`src/rtl/uart_rx_deframer.sv`:
```
// ---------------------------------------------------------------------------
// uart_rx_deframer: 8N1 UART receiver with 16x oversampling and runtime divider
// Revision: 1.0
// ---------------------------------------------------------------------------
`default_nettype none

module uart_rx_deframer #(
  parameter logic [15:0] DEFAULT_CLOCK_DIV = 16'd54
) (
  input  logic        clk,
  input  logic        rst,
  input  logic        i_phy_uart_in,
  input  logic        i_set_clock_div,
  input  logic [15:0] i_user_clock_div,
  output logic [7:0]  o_rx_byte,
  output logic        o_received,
  output logic        o_rx_error,
  output logic        o_is_receiving,
  output logic [15:0] o_clock_div
);

  typedef enum logic [2:0] {
    S_IDLE  = 3'd0,
    S_START = 3'd1,
    S_DATA  = 3'd2,
    S_STOP  = 3'd3,
    S_BREAK = 3'd4
  } state_t;

  state_t      state_q, state_d;
  logic        sync1_q, sync2_q;
  logic [15:0] clock_div_q, clock_div_d;
  logic [15:0] tick_cnt_q, tick_cnt_d;
  logic [3:0]  os_cnt_q, os_cnt_d;
  logic [2:0]  bit_idx_q, bit_idx_d;
  logic [7:0]  shift_q, shift_d;
  logic [7:0]  rx_byte_q, rx_byte_d;
  logic        received_q, received_d;
  logic        rx_error_q, rx_error_d;

  logic [15:0] w_eff_div;
  logic        w_tick;
  logic        w_rx;

  assign w_rx      = sync2_q;
  assign w_eff_div = (clock_div_q == 16'd0) ? 16'd1 : clock_div_q;
  // >= so a divider shrunk below the running count still wraps promptly
  assign w_tick    = (tick_cnt_q >= (w_eff_div - 16'd1));

  always_comb begin
    state_d     = state_q;
    clock_div_d = clock_div_q;
    tick_cnt_d  = w_tick ? 16'd0 : (tick_cnt_q + 16'd1);
    os_cnt_d    = w_tick ? (os_cnt_q + 4'd1) : os_cnt_q;
    bit_idx_d   = bit_idx_q;
    shift_d     = shift_q;
    rx_byte_d   = rx_byte_q;
    received_d  = 1'b0;
    rx_error_d  = 1'b0;

    unique case (state_q)
      S_IDLE: begin
        if (i_set_clock_div) begin
          clock_div_d = i_user_clock_div;
        end
        if (!w_rx) begin
          state_d    = S_START;
          tick_cnt_d = 16'd0;
          os_cnt_d   = 4'd0;
        end
      end
      S_START: begin
        if (w_tick && (os_cnt_q == 4'd7)) begin
          if (w_rx) begin
            state_d = S_IDLE;
          end else begin
            state_d   = S_DATA;
            bit_idx_d = 3'd0;
            os_cnt_d  = 4'd0;
          end
        end
      end
      S_DATA: begin
        if (w_tick && (os_cnt_q == 4'd15)) begin
          shift_d = {w_rx, shift_q[7:1]};
          if (bit_idx_q == 3'd7) begin
            state_d = S_STOP;
          end else begin
            bit_idx_d = bit_idx_q + 3'd1;
          end
        end
      end
      S_STOP: begin
        if (w_tick && (os_cnt_q == 4'd15)) begin
          if (w_rx) begin
            rx_byte_d  = shift_q;
            received_d = 1'b1;
            state_d    = S_IDLE;
          end else begin
            rx_error_d = 1'b1;
            state_d    = S_BREAK;
          end
        end
      end
      S_BREAK: begin
        if (w_rx) begin
          state_d = S_IDLE;
        end
      end
      default: state_d = S_IDLE;
    endcase
  end

  always_ff @(posedge clk or posedge rst) begin
    if (rst) begin
      state_q     <= S_IDLE;
      sync1_q     <= 1'b1;
      sync2_q     <= 1'b1;
      clock_div_q <= DEFAULT_CLOCK_DIV;
      tick_cnt_q  <= 16'd0;
      os_cnt_q    <= 4'd0;
      bit_idx_q   <= 3'd0;
      shift_q     <= 8'h00;
      rx_byte_q   <= 8'h00;
      received_q  <= 1'b0;
      rx_error_q  <= 1'b0;
    end else begin
      state_q     <= state_d;
      sync1_q     <= i_phy_uart_in;
      sync2_q     <= sync1_q;
      clock_div_q <= clock_div_d;
      tick_cnt_q  <= tick_cnt_d;
      os_cnt_q    <= os_cnt_d;
      bit_idx_q   <= bit_idx_d;
      shift_q     <= shift_d;
      rx_byte_q   <= rx_byte_d;
      received_q  <= received_d;
      rx_error_q  <= rx_error_d;
    end
  end

  assign o_rx_byte      = rx_byte_q;
  assign o_received     = received_q;
  assign o_rx_error     = rx_error_q;
  assign o_is_receiving = (state_q != S_IDLE);
  assign o_clock_div    = clock_div_q;

endmodule

`default_nettype wire

```
`config.mk`:
```
export PLATFORM = sky130hd
export DESIGN_NAME = uart_rx_deframer
export DESIGN_NICKNAME = d
export VERILOG_FILES = /design/src/rtl/uart_rx_deframer.sv
export SDC_FILE = /design/constraint.sdc
export NUM_CORES = 1
export LEC_CHECK = 0
export ABC_AREA = 1
export CORE_AREA = 2 2 116 96
export CTS_CLUSTER_SIZE = 30
export DETAILED_ROUTE_END_ITERATION = 7
export DIE_AREA = 0 0 118 98
export GPL_ROUTABILITY_DRIVEN = 1
export HOLD_SLACK_MARGIN = 0.02
export SLEW_MARGIN = 25
export SYNTH_ARGS = -nofsm -noshare
export SYNTH_HDL_FRONTEND = slang
export SYNTH_SLANG_ARGS = --single-unit
export TNS_END_PERCENT = 100
```
`constraint.sdc`:
```
create_clock -name clk -period 3.55 [get_ports clk]
set_input_delay 0.355 -clock clk [delete_from_list [all_inputs] [get_ports clk]]
set_output_delay 0.355 -clock clk [all_outputs]
set_load 0.005 [all_outputs]
```
==> metrics.md, run 1 <==
| Metric | Value |
|---|---|
| Status | `finished, final reports clean` |
| Reg power frac | `35.9%` |
| Drt drc | `0` |
| Total CTS buffers | `9` |
| Hold WC Path Type | `flip-flop to flip-flop` |
| Post-synth top area cell | `dfrtp_1` |
| DR WL/cell | `13.0 µm` |
| Core Footprint | `10500 µm²` |
| Layout area overhead | `26.4%` |
| First-pass GRT wire length | `13500 µm` |
| Net Count, Synth | `441` |
| Ys Warns | `0` |
| CP Data Required Time | `3770 ps` |
| Slew Limit Fails | `0` |
| Layout Nets | `495` |
| Setup Crit Path Kind | `flip-flop to flip-flop` |
| Slew @ Worst Pin | `755 ps` |
| Mapped Area | `3570 µm²` |
| Worst-Skew Late Latency | `340 ps` |
| Tmin final | `3300 ps` |
| Setup Skew | `9.87 ps` |
| Cell Chain, Critical Path | `or2_1, nor3_1, nand2_1, nand2_1, inv_1, ha_1, nand2_1, nor2_1, nand3_1, xor2_1, inv_1, ha_1, nand2_1, nor3_2, nand2_4, nand2_8, nand4_4, nand2_1, o21ai_2` |
| Crit path DAT | `3520 ps` |
| Slew HR | `49.7%` |
| Switching power | `0.841 mW` |
| Pin count of the biggest net entering global routing | `32` |
| TritonCTS clock tree | `built` |
| Yosys cell types | `40` |
| Max Cap Viol | `0` |
| Combinational power share | `27.6%` |
| Top-count cell post-synth | `nand2_1` |
| VDD IR max | `249 µV` |
| CP Launch Point | `o_clock_div[11]` |
| # IOs | `47` |
| Post-synth EDFFs | `0` |
| Critical Path Sink Type | `flip-flop` |
| Clock transition at path regs | `60 ps` |
| Total power | `2.63 mW` |
| Clock network power share | `36.5%` |
| Reg2reg start | `o_clock_div[11]` |
| CP Buf/Inv Count | `2` |
| Number of antenna violations at the first check in global routing | `0` |
| Post-synth top flop | `dfrtp_1` |
| RSZ-0062 raised after global routing | `no` |
| Port Buffers | `46` |
| Top-area cell type share of the netlist area | `39.2%` |
| First-iteration detailed-routing DRC count | `104` |
| Die W | `118 µm` |
| Synth cell count leaders | `nand2_1, dfrtp_1, inv_1, nor2_1, ha_1` |
| Slowest CP cell | `dfrtp_1` |
| Seq cells post-synth | `62` |
| Post-CTS setup buffers | `0` |
| Starting Density | `34.0%` |
| Die ar. | `11600 µm²` |
| Power Internal | `1.78 mW` |
| Sink Count | `62` |
| Hold Buf Count CTS | `0` |
| Post-Synthesis Cells | `400` |
| DRT antenna net count | `0` |
| GRT Total Usage | `14.7%` |
| Placement Rows | `34` |
| Syn Area/Cell | `8.93 µm²` |
| P per Cell Area | `581 nW/µm²` |
| Asr flop ratio synth | `100%` |
| Critical Path Fanout Max | `17` |
| Sw frac | `32.0%` |
| Via count | `2758` |
| Fmax achieved | `303 MHz` |
| Final cell count without fillers | `603` |
| Die height | `98 µm` |
| Hold path start | `sync1_q` |
| Top cells by area, synth | `dfrtp_1, ha_1, nand2_1, inv_1, nor2_1` |
| Maximum clock path buffer count | `2` |
| Register area share after synthesis | `43.6%` |
| Crit share post-route | `92.9%` |
| Final Hold Vio Count | `0` |
| Worst path most repeated cell | `nand2_1` |
| Final instance area | `4520 µm²` |
| Gates resized, CTS repair | `0` |
| Final Setup Violations | `0` |
| Htree depth | `3` |
| Max stage delay on crit path | `420 ps` |
| Final wirelength | `7810 µm` |
| Vias per inst | `4.57` |
| Startpoint types | `flip-flop` |
| Leak | `2.11 nW` |
| Post-DP HPWL | `5760 µm` |
| DR pass1 iterations | `6` |
| Post-DP Area | `4180 µm²` |
| N_diodes | `0` |
| Clock root buffer master | `clkbuf_16` |
| Dpl cells | `587` |
| Number of global-route vias before repair | `2822` |
| RePlAce Congestion | `0.808` |
| Top delay family on crit path | `simple AND/OR/NAND/NOR gates` |
| Setup Total Neg Slack | `0 ps` |
| Fraction of layout cells with a size suffix above 1 | `18.7%` |
| Global route overflow | `0` |
power by group through the flow:
stage	clock network, mW	registers (mW)	logic, mW
detailed placement	0	0.952	0.724
floorplan	0	0.931	0.454
finish	0.959	0.941	0.725
CTS	0.981	0.942	0.731
global route	1.02	0.958	0.818
global placement	0	0.950	0.703
area by class of cell:
cell class              instances  area (µm²)
fillers                      1050        5990
multi-input cells             278        1760
flip-flops and latches         62        1560
repair buffers                 50         490
clock buffers                   9         225
inverters                      53         201
well taps                     144         180
clock inverters                 7        98.8
cells by family (layout without fill, tap and decap cells):
group / Yosys count / in the layout / share of synthesized area, %
buffers and inverters: 60 / 119 / 7.32
muxes: 10 / 10 / 3.15
and+or+nand+nor: 176 / 176 / 24.7
DFF: 62 / 62 / 43.6
xor gates and xnor gates: 21 / 21 / 5.15
adders and majority gates: 21 / 21 / 7.35
AOI/OAI and AO/OA: 50 / 50 / 8.75
stage by stage:
stage                     hold WS (ps)  util, %  worst slack, ps
after floorplan                    345        -              614
after global routing               363     43.0             40.5
final                              358     43.0              251
after global placement             346     39.8              246
after CTS                          360     42.9              117
after detailed placement           351     39.8              148
registers in the layout, indices dropped and copies added, names as in the netlist:
register,cells
shift_q,8
o_rx_error,1
tick_cnt_q,16
bit_idx_q,3
sync2_q,1
o_clock_div,16
os_cnt_q,4
o_rx_byte,8
sync1_q,1
o_received,1
state_q,3
path summary, 6_finish.rpt:
| path | end | slack, ps | cells past startpoint |
|---|---|---|---|
| max reg2reg | o_rx_byte[7] | 250 | 19 |
| max | o_rx_byte[7] | 250 | 19 |
| max in group asynchronous | sync2_q | 2310 | 3 |
| min reg2reg | sync2_q | 360 | 0 |
| min in group asynchronous | o_received | 460 | 2 |
| min | sync2_q | 360 | 0 |
cells in the final DEF, fill, tap and decap left out, types with 3 or more instances in the layout:
cell             netlist  final
a21oi_1               19     19
buf_4                  1      4
clkbuf_16              0      9
clkdlybuf4s50_1        0     46
clkinv_4               0      3
dfrtp_1               56     56
dfstp_2                6      6
ha_1                  21     21
inv_1                 45     44
inv_2                  6      7
mux2_2                 9      9
nand2_1               70     69
nand2_2                7      7
nand2_4                2      3
nand3_1               13     13
nand4_1               11     11
nor2_1                45     44
nor2_2                 7      8
nor3_1                 7      7
nor3_2                 4      4
o21ai_0                8      8
o21ai_1                9      9
o21ai_2               11     11
xnor2_1                7      7
xor2_1                14     14
layer usage:
metal / wire length, µm / share of wire [%] / vias to the layer above / global-route usage [%]
met5: 0 / 0 / - / 0
met4: 112 / 1.4 / 0 / 5.19
met2: 3700 / 47 / 54 / 24.0
met3: 304 / 3.9 / 8 / 4.56
li1: - / - / 1403 / -
met1: 3700 / 47 / 1293 / 18.5
Note: power is estimated with default switching activity, not from simulation.
==> run 2, diff against run 1 <==
ABC_AREA = default   (was 1)
CORE_AREA = 2 2 112 92   (was 2 2 116 96)
DIE_AREA = 0 0 114 94   (was 0 0 118 98)
==> metrics.md, run 2 <==
| Metric | Value |
|---|---|
| Die W | `114 µm (-3.4%)` |
| Fraction of layout cells with a size suffix above 1 | `27.4% (+8.7 points)` |
| Compound-gate portion of the synthesized area | `6.29% (-2.5 points)` |
| Layout area overhead | `36.1%` |
| Startpoint types | `flip-flop` |
| Slowest CP cell | `or4_4` |
| Top-area cell type share of the netlist area | `42.4% (+3.2 points)` |
| Post-synth EDFFs | `0 (unchanged)` |
| Syn Area/Cell | `11.1 µm² (+24%)` |
| Critical Path Sink Type | `flip-flop` |
| Setup WS pre-CTS | `-169 ps (-317 ps)` |
| Core Footprint | `9530 µm² (-9.3%)` |
| Mux cell area share after synthesis | `11.8% (+8.7 points)` |
| Met3 Wirelength | `339 µm (+12%)` |
| Register area share after synthesis | `47.2% (+3.6 points)` |
| Yosys cell types | `45 (+13%)` |
| Ys Warns | `0 (unchanged)` |
| Setup Skew | `11.3 ps (+1.46 ps)` |
| Clock transition at path regs | `50 ps (about the same)` |
| Top delay family on crit path | `simple AND/OR/NAND/NOR gates` |
| Maximum clock path buffer count | `2 (unchanged)` |
| Tmin final | `3610 ps (+313 ps)` |
| Slew @ Worst Pin | `881 ps (+126 ps)` |
| Worst Hold Endpoint | `sync2_q` |
| Slew HR | `41.2% (-8.5 points)` |
| CP Buf/Inv Count | `2 (unchanged)` |
| Starting Density | `34.7% (+0.64 points)` |
| DR WL/cell | `14.4 µm (+11%)` |
| Hold path depth | `0 (unchanged)` |
| Final cell count without fillers | `495 (-18%)` |
| Highest routed layer | `met4` |
| Final hold slack | `355 ps (-3.21 ps)` |
| Global route overflow | `0 (unchanged)` |
| Total CTS buffers | `9 (unchanged)` |
| Cell Chain, Critical Path | `or4_4, nor4_4, and2_4, a21oi_2, ha_2, and3b_2, nand2_2, xor2_2, ha_1, nand2_2, buf_6, o41ai_4, buf_6, nand3_4, mux2_4` |
| Met1 Wirelength | `3470 µm (-6.2%)` |
| Reg2Reg Depth | `15 (-4)` |
| Post-Synth XOR/XNOR Area | `7.43% (+2.3 points)` |
| RePlAce Congestion | `0.794 (-1.7%)` |
| Wire length on met2 | `3200 µm (-14%)` |
| Reg2reg start | `o_clock_div[6]` |
| Worst-Skew Late Latency | `340 ps (about the same)` |
| P per Cell Area | `704 nW/µm² (+21%)` |
| DR pass1 iterations | `4 (-2)` |
| Vias per inst | `4.95 (+8.3%)` |
| Dpl cells | `472 (-20%)` |
| First-pass GRT wire length | `12100 µm (-10%)` |
| Final Setup Violations | `13 (+13)` |
| Placement Rows | `32 (-5.9%)` |
| DRT antenna net count | `0 (unchanged)` |
| GRT Total Usage | `14.4% (-0.30 points)` |
| Total power | `3.16 mW (+21%)` |
| Seq cells post-synth | `62 (unchanged)` |
| Setup Crit Path Kind | `flip-flop to flip-flop` |
| Adder-cell area share of the yosys netlist | `7.96% (+0.60 points)` |
| Layout Nets | `412 (-17%)` |
| Worst setup margin | `-62.0 ps (-313 ps)` |
| Most frequent cells in the layout | `dfrtp_1, clkdlybuf4s50_1, nor2_1, mux2_2, buf_4` |
| Commonest non-fill, non-tap cell in the layout | `dfrtp_1` |
| Via count | `2451 (-11%)` |
| Die ar. | `10700 µm² (-7.3%)` |
| Fmax achieved | `277 MHz (-8.7%)` |
| Hold WC Path Type | `flip-flop to flip-flop` |
| Synth Area in Simple Gates | `16.8% (-7.9 points)` |
| Drt drc | `0 (unchanged)` |
| Largest family of logic cells by synthesized area | `simple AND/OR/NAND/NOR gates` |
| Slew Limit Fails | `0 (unchanged)` |
| Number of antenna violations at the first check in global routing | `0 (unchanged)` |
| # IOs | `47 (unchanged)` |
| TritonCTS clock tree | `built` |
| Max Cap Viol | `0 (unchanged)` |
| Mapped Area | `3300 µm² (-7.6%)` |
| Crit path DAT | `3830 ps (+310 ps)` |
| Asr flop ratio synth | `100% (unchanged)` |
| First-iteration detailed-routing DRC count | `113 (+8.7%)` |
| CP Data Required Time | `3760 ps (about the same)` |
| Leak | `2.05 nW (-2.7%)` |
| Post-DP HPWL | `4990 µm (-13%)` |
| Pin count of the biggest net entering global routing | `63 (+97%)` |
| Failing checks | `negative setup slack` |
| Final wirelength | `7110 µm (-9.0%)` |
| Max stage delay on crit path | `540 ps (+120 ps)` |
| Top cells by area, synth | `dfrtp_1, mux2_2, ha_1, dfstp_2, xnor2_1` |
| Hold path start | `sync1_q` |
| Critical Path Fanout Max | `6 (-11)` |
| Hold Buf Count CTS | `0 (unchanged)` |
| Reg2reg setup slack | `-60 ps (-310 ps)` |
| Post-Synthesis Cells | `297 (-26%)` |
| Number of global-route vias before repair | `2499 (-11%)` |
| Synth cell count leaders | `dfrtp_1, nor2_1, mux2_2` |
| Top-count cell post-synth | `dfrtp_1` |
| Status | `complete, but fails checks` |
| N_diodes | `0 (unchanged)` |
| Crit share post-route | `102% (+8.8 points)` |
| Clock root buffer master | `clkbuf_16` |
| Post-synth top area cell | `dfrtp_1` |
| Sink Count | `62 (unchanged)` |
| Net Count, Synth | `338 (-23%)` |
| RSZ-0062 raised after global routing | `yes` |
| VDD IR max | `277 µV (+11%)` |
| Post-synth top flop | `dfrtp_1` |
| Final Hold Vio Count | `0 (unchanged)` |
| Port Buffers | `46 (unchanged)` |
| Die height | `94 µm (-4.1%)` |
| Worst R2R End | `o_rx_byte[0]` |
| Htree depth | `3 (unchanged)` |
==> run 2: worst reg2reg max path: stages, from the launching register on <==
cell and delay [ps]:
dfrtp_1 380, or4_4 540, nor4_4 170, and2_4 200, a21oi_2 60, ha_2 190
and3b_2 260, nand2_2 100, xor2_2 70, ha_1 280, nand2_2 70, buf_6 120
o41ai_4 400, buf_6 220, nand3_4 120, mux2_4 330
==> run 2: worst max-delay path by stage <==
stage / to / cells past startpoint / start / slack (ps)
2_1_floorplan: tick_cnt_q[10] / 17 / o_clock_div[6] / 0.1
5_1_grt: shift_q[4] / 15 / o_clock_div[6] / -220
3_5_place_dp: o_rx_byte[5] / 16 / o_clock_div[6] / -170
6_report: o_rx_byte[0] / 15 / o_clock_div[6] / -60
4_1_cts: os_cnt_q[2] / 14 / o_clock_div[6] / -30
3_3_place_gp: o_rx_byte[2] / 16 / o_clock_div[5] / -40
==> run 2: logic make-up after synthesis <==
group	count (synthesis)
AO/OA/AOI/OAI	30
XOR/XNOR	28
adder cells (fa/ha/maj)	21
buffers and inverters	17
flip-flops	62
multiplexers	35
AND/OR/NAND/NOR	104
==> run 2: metrics by stage <==
stage                     TNS, ps  area, µm²  utilization [%]
after floorplan                 0       3330                -
final                        -635       4490             47.2
after global placement       -538       4030             42.3
after CTS                    -360       4430             46.5
after detailed placement    -4770       4030             42.3
after global routing        -5420       4490             47.2
==> run 2: layout make-up <==
cell class                 count  area, µm²
inverter                       8       30.0
tap                          119        149
fill                         888       5030
clock inverter                 5       82.6
clock buffer                  11        243
sequential                    62       1560
timing repair buffer          71        681
multi-input combinational    219       1750
==> run 2: per-layer routing <==
| layer | track usage (%) | vias up |
|---|---|---|
| met4 | 5.18 | 0 |
| met5 | 0 | - |
| met1 | 19.2 | 1184 |
| li1 | - | 1202 |
| met3 | 4.58 | 12 |
| met2 | 22.0 | 53 |
==> run 2: power by group <==
part           internal (mW)  switching, mW  total (mW)
Combinational          0.661          0.542        1.20
Sequential             0.860          0.148        1.01
Clock                  0.634          0.318       0.952
Total                   2.16           1.01        3.16
==> run 2: timing repair <==
item / in CTS / in global routing
resized for setup: 11 / 10
endpoints found under the setup margin: 43 / 43
pin swaps: 3 / 5
cloned: 1 / 1
endpoints found under the hold margin: 0 / 0
setup buffers: 3 / 2
